## config.mk

```make
export PLATFORM = sky130hd
export DESIGN_NAME = load_store_unit
export DESIGN_NICKNAME = d
export VERILOG_FILES = /design/src/rtl/load_store_unit.sv
export SDC_FILE = /design/constraint.sdc
export NUM_CORES = 1
export LEC_CHECK = 0
export ABC_AREA = 1
export BUFFER_PORTS_ARGS = -buffer_cell sky130_fd_sc_hd__buf_2
export CORE_MARGIN = 1.5
export CORE_UTILIZATION = 50
export CTS_CLUSTER_DIAMETER = 150
export DETAILED_ROUTE_END_ITERATION = 8
export PLACE_DENSITY = 0.81
export SYNTH_ARGS = -nofsm -noshare
export SYNTH_HDL_FRONTEND = slang
export SYNTH_SLANG_ARGS = --single-unit
```

## constraint.sdc

```tcl
create_clock -name clk -period 2.2 [get_ports clk]
set_clock_uncertainty 0.2 [all_clocks]
set_input_delay 0.33 -clock clk [delete_from_list [all_inputs] [get_ports clk]]
set_output_delay 0.33 -clock clk [all_outputs]
set_load 0.02 [all_outputs]
```

## src/rtl/load_store_unit.sv

```systemverilog
// -----------------------------------------------------------------------------
// load_store_unit
// Executes one RV32I load or store at a time on behalf of the MEM stage.
// An accepted request is checked for an illegal width code and for
// misalignment, then issued to a simple req/ack memory bus. Loaded data is
// aligned and sign/zero-extended. A missing ack is bounded by a timeout.
//
// Parameters
//   TIMEOUT    : REQ-state cycles without mem_ack before the request aborts (1..255)
// Ports
//   clk, rst_n : clock, asynchronous active-low reset
//   start      : request strobe, sampled only while idle
//   is_store   : 1 = store, 0 = load
//   funct3     : RV32I width/sign code
//   addr       : byte address
//   store_data : store source data (rs2)
//   busy       : pipeline stall, high whenever a request is in flight
//   done       : one-cycle completion pulse
//   load_data  : formatted load result, held until the next done
//   fault      : 00 none, 01 misaligned, 10 illegal funct3, 11 bus timeout
//   mem_req/we : bus request / write enable
//   mem_addr   : word-aligned bus address
//   mem_wdata  : lane-replicated store data
//   mem_be     : byte enables
//   mem_ack    : bus completion strobe
//   mem_rdata  : bus read data, valid with mem_ack
// -----------------------------------------------------------------------------
module load_store_unit #(
    parameter int unsigned TIMEOUT = 255
) (
    input  logic        clk,
    input  logic        rst_n,
    input  logic        start,
    input  logic        is_store,
    input  logic [2:0]  funct3,
    input  logic [31:0] addr,
    input  logic [31:0] store_data,
    output logic        busy,
    output logic        done,
    output logic [31:0] load_data,
    output logic [1:0]  fault,
    output logic        mem_req,
    output logic        mem_we,
    output logic [31:0] mem_addr,
    output logic [31:0] mem_wdata,
    output logic [3:0]  mem_be,
    input  logic        mem_ack,
    input  logic [31:0] mem_rdata
);

    typedef enum logic [1:0] {
        S_IDLE = 2'd0,
        S_REQ  = 2'd1,
        S_DONE = 2'd2
    } state_t;

    state_t      state;
    state_t      next_state;

    logic        is_store_q;
    logic [2:0]  funct3_q;
    logic [1:0]  lane_q;
    logic [7:0]  count;

    logic        illegal;
    logic        misaligned;
    logic        count_last;
    logic [3:0]  be_new;
    logic [31:0] wdata_new;
    logic [7:0]  byte_sel;
    logic [15:0] half_sel;
    logic [31:0] fmt_data;

    // Decode of the incoming request. funct3[1:0] is the access width for
    // both loads and stores; illegal codes are reported ahead of misalignment.
    always_comb begin
        illegal    = 1'b0;
        misaligned = 1'b0;
        be_new     = 4'b1111;
        wdata_new  = store_data;
        if (is_store) begin
            illegal = funct3[2] | (funct3[1:0] == 2'b11);
        end else begin
            illegal = (funct3[1:0] == 2'b11) | (funct3 == 3'b110);
        end
        misaligned = ((funct3[1:0] == 2'b01) & addr[0]) |
                     ((funct3[1:0] == 2'b10) & (addr[1:0] != 2'b00));
        case (funct3[1:0])
            2'b00: begin
                be_new    = 4'b0001 << addr[1:0];
                wdata_new = {4{store_data[7:0]}};
            end
            2'b01: begin
                be_new    = 4'b0011 << {addr[1], 1'b0};
                wdata_new = {2{store_data[15:0]}};
            end
            default: begin
                be_new    = 4'b1111;
                wdata_new = store_data;
            end
        endcase
    end

    // Load alignment uses the lane captured when the request was accepted.
    always_comb begin
        byte_sel = mem_rdata[7:0];
        case (lane_q)
            2'd0:    byte_sel = mem_rdata[7:0];
            2'd1:    byte_sel = mem_rdata[15:8];
            2'd2:    byte_sel = mem_rdata[23:16];
            default: byte_sel = mem_rdata[31:24];
        endcase
        half_sel = lane_q[1] ? mem_rdata[31:16] : mem_rdata[15:0];
        case (funct3_q)
            3'b000:  fmt_data = {{24{byte_sel[7]}}, byte_sel};
            3'b100:  fmt_data = {24'd0, byte_sel};
            3'b001:  fmt_data = {{16{half_sel[15]}}, half_sel};
            3'b101:  fmt_data = {16'd0, half_sel};
            default: fmt_data = mem_rdata;
        endcase
    end

    // True in the REQ cycle that would bring the no-ack count up to TIMEOUT.
    assign count_last = (({1'b0, count} + 9'd1) == 9'(TIMEOUT));

    always_ff @(posedge clk or negedge rst_n) begin
        if (!rst_n) begin
            state <= S_IDLE;
        end else begin
            state <= next_state;
        end
    end

    always_comb begin
        next_state = state;
        case (state)
            S_IDLE: begin
                if (start) begin
                    next_state = (illegal | misaligned) ? S_DONE : S_REQ;
                end
            end
            S_REQ: begin
                if (mem_ack | count_last) begin
                    next_state = S_DONE;
                end
            end
            S_DONE:  next_state = S_IDLE;
            default: next_state = S_IDLE;
        endcase
        busy    = (state != S_IDLE);
        done    = (state == S_DONE);
        mem_req = (state == S_REQ);
        mem_we  = (state == S_REQ) & is_store_q;
    end

    // Request capture, timeout counting and result registers. load_data and
    // fault only change on the edge that enters DONE, so they hold in between.
    always_ff @(posedge clk or negedge rst_n) begin
        if (!rst_n) begin
            is_store_q <= 1'b0;
            funct3_q   <= 3'd0;
            lane_q     <= 2'd0;
            count      <= 8'd0;
            mem_addr   <= 32'd0;
            mem_wdata  <= 32'd0;
            mem_be     <= 4'd0;
            load_data  <= 32'd0;
            fault      <= 2'b00;
        end else begin
            case (state)
                S_IDLE: begin
                    if (start) begin
                        is_store_q <= is_store;
                        funct3_q   <= funct3;
                        lane_q     <= addr[1:0];
                        count      <= 8'd0;
                        mem_addr   <= {addr[31:2], 2'b00};
                        mem_wdata  <= wdata_new;
                        mem_be     <= be_new;
                        if (illegal) begin
                            fault     <= 2'b10;
                            load_data <= 32'd0;
                        end else if (misaligned) begin
                            fault     <= 2'b01;
                            load_data <= 32'd0;
                        end
                    end
                end
                S_REQ: begin
                    if (mem_ack) begin
                        fault     <= 2'b00;
                        load_data <= is_store_q ? 32'd0 : fmt_data;
                    end else if (count_last) begin
                        fault     <= 2'b11;
                        load_data <= 32'd0;
                    end else begin
                        count <= count + 8'd1;
                    end
                end
                default: ;
            endcase
        end
    end

endmodule
```

Word-level counts from Yosys, hierarchy flattened. Index checks and enable logic that the tools add are counted.

Register bits: 116. Input port bits: 104. Output and inout port bits: 106.

Add/sub/neg operators: 2. Equality and inequality tests: 18. Shift operators: 2. Mux-type cells: 27. Bitwise operators: 8. Reduce and logical (&&, ||, !) cells: 11.

Operators with widths (count): two-way mux 32 bit (6); case mux 32 bit (2 select lines) (2); case mux 32 bit (4 select lines) (1); two-way mux 8 bit (3); case mux 8 bit (3 select lines) (1); two-way mux 16 bit (1); two-way mux 2 bit (8); case mux 8 bit (2 select lines) (1); adder 8 x 1 -> 9 bit, second input constant (1); == test 3 bit, second input constant (3); == test 9 x 8 -> 1 bit, second input constant (1); adder 8 x 1 -> 8 bit, second input constant (1); == test 2 bit, second input constant (4); case mux 2 bit (2 select lines) (2); case mux 4 bit (2 select lines) (1); AND reduction 4 bit (2); == test 2 x 1 -> 1 bit, second input constant (3); logical NOT 2 bit (3); inequality test 2 bit, second input constant (3); nonzero test 2 bit (3); bitwise OR 1 bit (5); AND reduction 2 bit (2); left shift 1 x 2 -> 4 bit, first input constant (1); left shift 2 x 2 -> 4 bit, first input constant (1); other kinds (7) (9).

Longest topological paths before layout. Gate-level depths: netlist of run 1.

Word-level depth: 7. Gate-level depth with buffers: 13. Mapped depth without buffers: 12.

Least setup slack after synthesis of run 1. No wires, ideal clock.

Path kind: flip-flop to flip-flop. Start: register count[0]. End: register load_data[11]. Setup time: 0.117 ns. Arrival time: 1.507 ns. Setup slack: 0.376 ns. Cell stages (with the launch flop): 13. Path buffers: 1. Period minus slack after synthesis: 1.824 ns. Cell sequence: dfrtp_1 -> ha_1 -> nand2_1 -> nand2_1 -> nor2_1 -> nand2_1 -> nor2_1 -> nand3_1 -> nand2_2 -> nand2_4 -> buf_8 -> nand2_2 -> nand2_1.

Word-level cells in the longest chain between the ends: 4.

Ends and longest elaborated chain: start: declaration (line 63) `logic [7:0] count;`; start signal: assignment (line 197) `count <= count + 8'd1;`; adder 8 x 1 -> 9 bit (line 124) `assign count_last = (({1'b0, count} + 9'd1) == 9'(TIMEOUT));`; == test 9 x 8 -> 1 bit (line 124); inequality test 3 x 1 -> 1 bit (no line); AND reduction 4 bit (no line); end signal: assignment (line 192) `load_data <= is_store_q ? 32'd0 : fmt_data;`; end: declaration (line 40) `output logic [31:0] load_data,`.

Every way passes these cells. A chain may end at the register's enable or synchronous reset.

Worst setup path after layout of run 1.
Start: register count[0]. End: register load_data[6].

The elaborated chain is that of the path after synthesis.

==> impl_metrics.tcl, run 1 <==
set metrics [dict create \
    cp-start-kind "register" \
    nets 1086 \
    fin_ws_ns 0.128 \
    cts_buffer_depth 2 \
    finalMaxSlewViolations 0 \
    first_global_vias 5794 \
    die-area_sq_um 11900 \
    power.density_nw_per_um2 1430 \
    postRouteAntennaNets 0 \
    ys_types 35 \
    ioPinCount 210 \
    clkLatencyLatePin_ns 0.41 \
    drt_iter0_drc 363 \
    drive_gt1_share_pct 29.6 \
    grt_overflow 0 \
    cts.sinks 116 \
    power.leakage_uw 0.00450 \
    ys_ff_latch 116 \
    dieHeight_microns 109 \
    ctsRootBufferMaster "clkbuf_16" \
    drtPass1Iterations 5 \
    fin_crit_sh_pct 94.2 \
    dieWidth_microns 109 \
    irDropWorstVdd_uv 859 \
    dp_hpwl_microns 11300 \
    fmax_mhz 483 \
    synth_top_area_cell "dfrtp_1" \
    place_ws_ns 0.0228 \
    cts_made_buffers 17 \
    grt_max_degree 79 \
    ys_seq_area_share_pct 51.5 \
    synth-edff-count 0 \
    synth_compound_area_share_pct 9.43 \
    netlist_instances 720 \
    clk_pin_slew_ns 0.05 \
    hold_violations 0 \
    path_class "register to register" \
    tritoncts "done" \
    drv_cap 0 \
    setup_violations 0 \
    synth_top_area_share_pct 51.5 \
    endpoint_kind "register" \
    place.gp.congestion 0.842 \
    synth_area_leaders "dfrtp_1 (51%), nand2_1 (21%), nand3_1 (4.3%)" \
    yosys.area_share.simple_pct 31.8 \
    syn_area_per_cell_sq_um 7.83 \
    synth_area_sq_um 5640 \
    tightest_slew_ns 0.745 \
    start_util_pct 51.6 \
    h-tree-depth 4 \
    vias 5931 \
    power_uw 11400 \
    crit_arrival_ns 2.16 \
    synth_fa_ha_area_share_pct 0.444 \
    synthArstFlopShare_pct 100 \
    ys.flop_type "dfrtp_1" \
    grt_pass1_wl_microns 27600 \
    wl_per_cell_microns 15.5 \
    yosys_warnings 0 \
    num_rows 38 \
    synth_xor_area_share_pct 0.155 \
    slew_headroom_pct 50.3 \
    area_growth_pct 41.6 \
    fin_crit_ns 2.07 \
    hold_path_class "primary input to register" \
    core_sq_um 10900 \
    track_usage_pct 30.4 \
    antenna_found_initial 1 \
    vias_per_cell 5.23 \
    synth_top_family_by_area "simple AND/OR/NAND/NOR gates" \
    path_max_fanout 18 \
    wl_microns 17600 \
    status "finished, final reports clean" \
    required_ns 2.29 \
    drc_errors 0 \
    synth.mux.area_fraction_pct 0 \
    port_buffers 207 \
]
layout make-up:
type                    instances  area (sq um)
repair buffers                276          1730
clock inverters                13           156
well taps                     140           175
diodes                          1          2.50
multi-input cells             527          2410
flip-flops and latches        116          2910
inverters                      42           158
fillers                       773          2950
clock buffers                  19           453
sequential cells by signal, indices dropped and copies added, names as in the netlist:
signal and cells:
lane_q 2, is_store_q 1, count 8, state 2
load_data 32, mem_addr 30, mem_be 4, fault 2
funct3_q 3, mem_wdata 32
critical path, stage by stage (launching register included):
cell and delay, ns:
dfrtp_2 0.43, ha_1 0.24, nand2_1 0.12, nand2_1 0.08, nor2_1 0.08, nand2_1 0.05
nor2_1 0.09, nand3_1 0.14, nand2_4 0.20, nand2_8 0.13, nand2_1 0.12, nand2_1 0.06
path summary, 6_finish.rpt:
| check | start | to | slack [ns] | cells past startpoint |
|---|---|---|---|---|
| min in group asynchronous | rst_n | state[0] | 0.25 | 2 |
| max in group asynchronous | rst_n | mem_wdata[25] | 0.92 | 3 |
| worst min register to register | load_data[24] | load_data[24] | 0.27 | 2 |
| worst max-delay path | count[0] | load_data[6] | 0.13 | 11 |
| worst min-delay path | store_data[25] | mem_wdata[25] | 0.02 | 3 |
| worst max register to register | count[0] | load_data[6] | 0.13 | 11 |
repair_timing:
item,in CTS,in global routing
setup buffers,0,1
setup endpoints to repair,0,43
gates resized for setup,0,6
endpoints found under the hold margin,91,0
hold buffers,54,0
logic make-up (layout without fill, tap and decap cells):
group                    Yosys count  in the layout
AND/OR/NAND/NOR                  429            430
flip-flops                       116            116
AO/OA/AOI/OAI                     92             92
buffers and inverters             79            350
adder cells (fa/ha/maj)            2              2
other                              1              3
XOR/XNOR                           1              1
per-stage QoR:
step	std cells	cell area [sq um]	util [%]	TNS, ns	hold WS [ns]
finish	1134	7990	73.0	0	0.0189
floorplan	721	5640	-	0	-0.166
CTS	1131	7940	72.6	0	0.00410
global placement	1045	6790	62.1	0	0.146
detailed placement	1045	6790	62.1	0	0.150
global route	1134	7990	73.0	-0.130	0.0175
report_power, final:
part / switching, uW / internal (uW) / leakage (uW)
logic: 3370 / 1600 / 0.00273
clock network: 997 / 1830 / 0.000287
registers: 596 / 3050 / 0.00148
total: 4960 / 6490 / 0.00450
synth_stat cells (all sizes together), types with 2 or more instances:
cell type / number
o31ai: 2
o21ai: 46
or2: 6
clkbuf: 11
a21oi: 28
ha: 2
dfrtp: 116
buf: 26
nor3: 3
nand2: 331
nand3: 49
nand4: 2
nor2: 37
o211ai: 12
inv: 41
layer usage:
layer / share of wire (%) / wire length [microns] / GRT usage, % / vias to the layer above
li1: - / - / - / 2799
met1: 40 / 7040 / 36.5 / 2746
met2: 49 / 8560 / 51.2 / 341
met5: 0 / 0 / 0 / -
met3: 8.4 / 1480 / 8.79 / 45
met4: 2.9 / 508 / 12.5 / 0
placed cells by master, fill, tap and decap left out, types with 3 or more instances in the layout:
cell type      synthesis  routed
a21oi_1               28      28
buf_12                 0       3
buf_2                 13     206
buf_4                  4      13
bufinv_16              0       3
clkbuf_16              0      17
clkinv_2               0       4
clkinvlp_4             0       5
dfrtp_1              116     114
dlygate4sd3_1          0      54
inv_1                 36      36
inv_2                  5       5
nand2_1              316     314
nand2_2               14      14
nand3_1               48      48
nor2_1                33      33
nor2_4                 3       3
nor3_1                 3       3
o211ai_1              12      12
o21ai_0               36      36
o21ai_1                9       9
or2_2                  6       6
(Power assumes the default switching activity.)
==> inputs of run 2 (changes only) <==
Settings changed: ABC_AREA 1 to default, CORE_UTILIZATION 50 to 49, PLACE_DENSITY 0.81 to 0.8, RECOVER_POWER from default to 25.
==> run 2 against run 1 <==
- combinational power fell by 4.8%
- die area down 0.55%
- design area rose by 2.5%
- largest cell class unchanged
- worst hold slack improved by 0.0030 ns
- highest routed layer unchanged
- power decreased by 5.6%
- critical endpoint is now load_data[23]
- count of clock-buffer cells in the layout increased by 3
- via count is 0.79% lower
- global-route usage grew 1.8 points
- fmax shrank 5.1%
- synthesized area is 2.6% lower
- sequential share of layout area down 0.90 points
- cell count decreased by 6.7%
==> impl_metrics.tcl, run 2 <==
set metrics [dict create \
    port_buffers 207 \
    synth_area_sq_um 5500 \
    synth_top_area_share_pct 52.8 \
    final_cell_mix "buf_2 (206), nand2_1 (180), dfrtp_1 (115), dlygate4sd3_1 (84), o21ai_0 (45)" \
    tritoncts "done" \
    yosys.area_share.simple_pct 18.7 \
    wl_microns 19100 \
    synth.mux.area_fraction_pct 6.42 \
    cts_made_buffers 17 \
    synth_compound_area_share_pct 17.1 \
    grt_pass1_wl_microns 29100 \
    die-area_sq_um 11900 \
    ys_types 49 \
    tightest_slew_ns 0.982 \
    place.gp.congestion 0.860 \
    cts_buffer_depth 2 \
    dieWidth_microns 109 \
    rsz0062_at_grt "yes" \
    grt_overflow 0 \
    synth_area_leaders "dfrtp_1 (53%), nand2_1 (12%), mux2i_1 (6.0%)" \
    wl_per_cell_microns 18.1 \
    endpoint_kind "register" \
    core_sq_um 10900 \
    ys.flop_type "dfrtp_1" \
    netlist_instances 606 \
    first_global_vias 5896 \
    ys_ff_latch 116 \
    dieHeight_microns 109 \
    final_common_cell "buf_2" \
    setup_violations 0 \
    synth_fa_ha_area_share_pct 0.455 \
    ctsRootBufferMaster "clkbuf_8" \
    finalMaxSlewViolations 0 \
    fmax_mhz 458 \
    power.leakage_uw 0.00436 \
    synth_top_family_by_area "simple AND/OR/NAND/NOR gates" \
    postRouteAntennaNets 0 \
    drtPass1Iterations 5 \
    hold_slack_ns 0.0219 \
    start_util_pct 50.5 \
    clk_pin_slew_ns 0.06 \
    yosysMostFrequentCell "nand2_1" \
    ioPinCount 210 \
    crit_arrival_ns 2.37 \
    synth_xor_area_share_pct 0 \
    antenna_found_initial 1 \
    crit_chain "inv_1 > ha_1 > nand4_1 > a2111o_1 > a22oi_4 > o21ai_4 > buf_12 > a21o_1" \
    fin_crit_sh_pct 99.3 \
    slowest_stage "dfrtp_1" \
    synth_top_area_cell "dfrtp_1" \
    synthArstFlopShare_pct 100 \
    syn_area_per_cell_sq_um 9.07 \
    h-tree-depth 4 \
    synth_common_cells "nand2_1 (181), dfrtp_1 (116), o21ai_0 (46), a21oi_1 (34), mux2i_1 (33)" \
    vias_per_cell 5.56 \
    fin_ws_ns 0.0160 \
    slew_headroom_pct 34.4 \
    cpPeakStageDelay_ns 0.41 \
    fin_crit_ns 2.18 \
    track_usage_pct 32.2 \
    multi_input_area_sq_um 2390 \
    area_growth_pct 48.9 \
    final-seq-area_sq_um 2900 \
    cts.sinks 116 \
    fillers 742 \
    hold_path_class "primary input to register" \
    num_rows 38 \
    yosys_warnings 0 \
    path_max_fanout 23 \
    cp-start-kind "register" \
    reg_top3 "load_data: 32 flops, mem_wdata: 32 flops, mem_addr: 30 flops" \
    path_class "register to register" \
    dp_hpwl_microns 11500 \
    power.density_nw_per_um2 1320 \
    drc_errors 0 \
    vias 5884 \
    status "finished, final reports clean" \
    irDropWorstVdd_uv 889 \
    grt_max_degree 51 \
    drive_gt1_share_pct 30.2 \
    place_ws_ns -0.00575 \
    drt_iter0_drc 504 \
    ys_seq_area_share_pct 52.8 \
    required_ns 2.39 \
    drv_cap 0 \
    nets 1014 \
    power_uw 10800 \
    synth-edff-count 0 \
    clkLatencyLatePin_ns 0.51 \
    hold_violations 0 \
]
run 2: timing repair:
item / in CTS / in global routing
endpoints found under the hold margin: 124 / 1
resized for setup: 2 / 7
hold buffers: 83 / 1
cloned: 0 / 0
pin swaps: 1 / 6
buffers inserted: 1 / 2
endpoints found under the setup margin: 2 / 29
run 2: final timing paths:
check / start / endpoint / slack, ns / cells after the start
worst max-delay path: count[0] / load_data[23] / 0.02 / 8
worst min-delay path: store_data[11] / mem_wdata[11] / 0.02 / 3
worst max register to register: count[0] / load_data[23] / 0.02 / 8
worst min register to register: load_data[31] / load_data[31] / 0.27 / 1
max in group asynchronous: rst_n / funct3_q[0] / 0.26 / 3
min in group asynchronous: rst_n / load_data[1] / 0.31 / 2
run 2: where the power goes:
group / internal (uW) / switching, uW
combinational: 1630 / 3090
sequential: 3020 / 633
clock: 1520 / 901
total: 6180 / 4620
run 2: cell type report:
| type | count | share of cell area, % |
|---|---|---|
| Clock buffer | 22 | 5.53 |
| Timing Repair Buffer | 320 | 26.1 |
| Sequential cell | 116 | 35.5 |
| Tap cell | 140 | 2.14 |
| Inverter | 18 | 0.856 |
| Multi-Input combinational cell | 435 | 29.2 |
| Clock inverter | 6 | 0.703 |
| Antenna cell | 1 | 0.0306 |
run 2: cells by family after synthesis:
family                     count (synthesis)
muxes                                     34
other                                      1
adders and majority gates                  2
and+or+nand+nor                          250
buffers and inverters                     56
DFF                                      116
AOI/OAI and AO/OA                        147
run 2: layer usage:
layer / up-vias / GRT usage [%] / part of all wire, %
met5: - / 0 / 0
met2: 345 / 54.6 / 49
met3: 75 / 7.35 / 7.7
met4: 0 / 15.5 / 3.7
met1: 2807 / 38.6 / 40
li1: 2657 / - / -
run 2: critical path: cells and delay by family, from the launching register on:
family	cells	cell delay, ns
fa+ha+maj	1	0.16
flops	1	0.41
simple gates	1	0.14
buf+inv	2	0.23
compound gates	4	0.92
run 2: per-stage QoR:
step	area (sq um)	TNS, ns	util (%)	cells
after global placement	6810	0	62.5	942
after floorplan	5500	0	-	607
after CTS	8160	0	75.0	1054
final	8190	0	75.2	1058
after detailed placement	6810	-0.00575	62.5	942
after global routing	8190	-0.734	75.2	1058
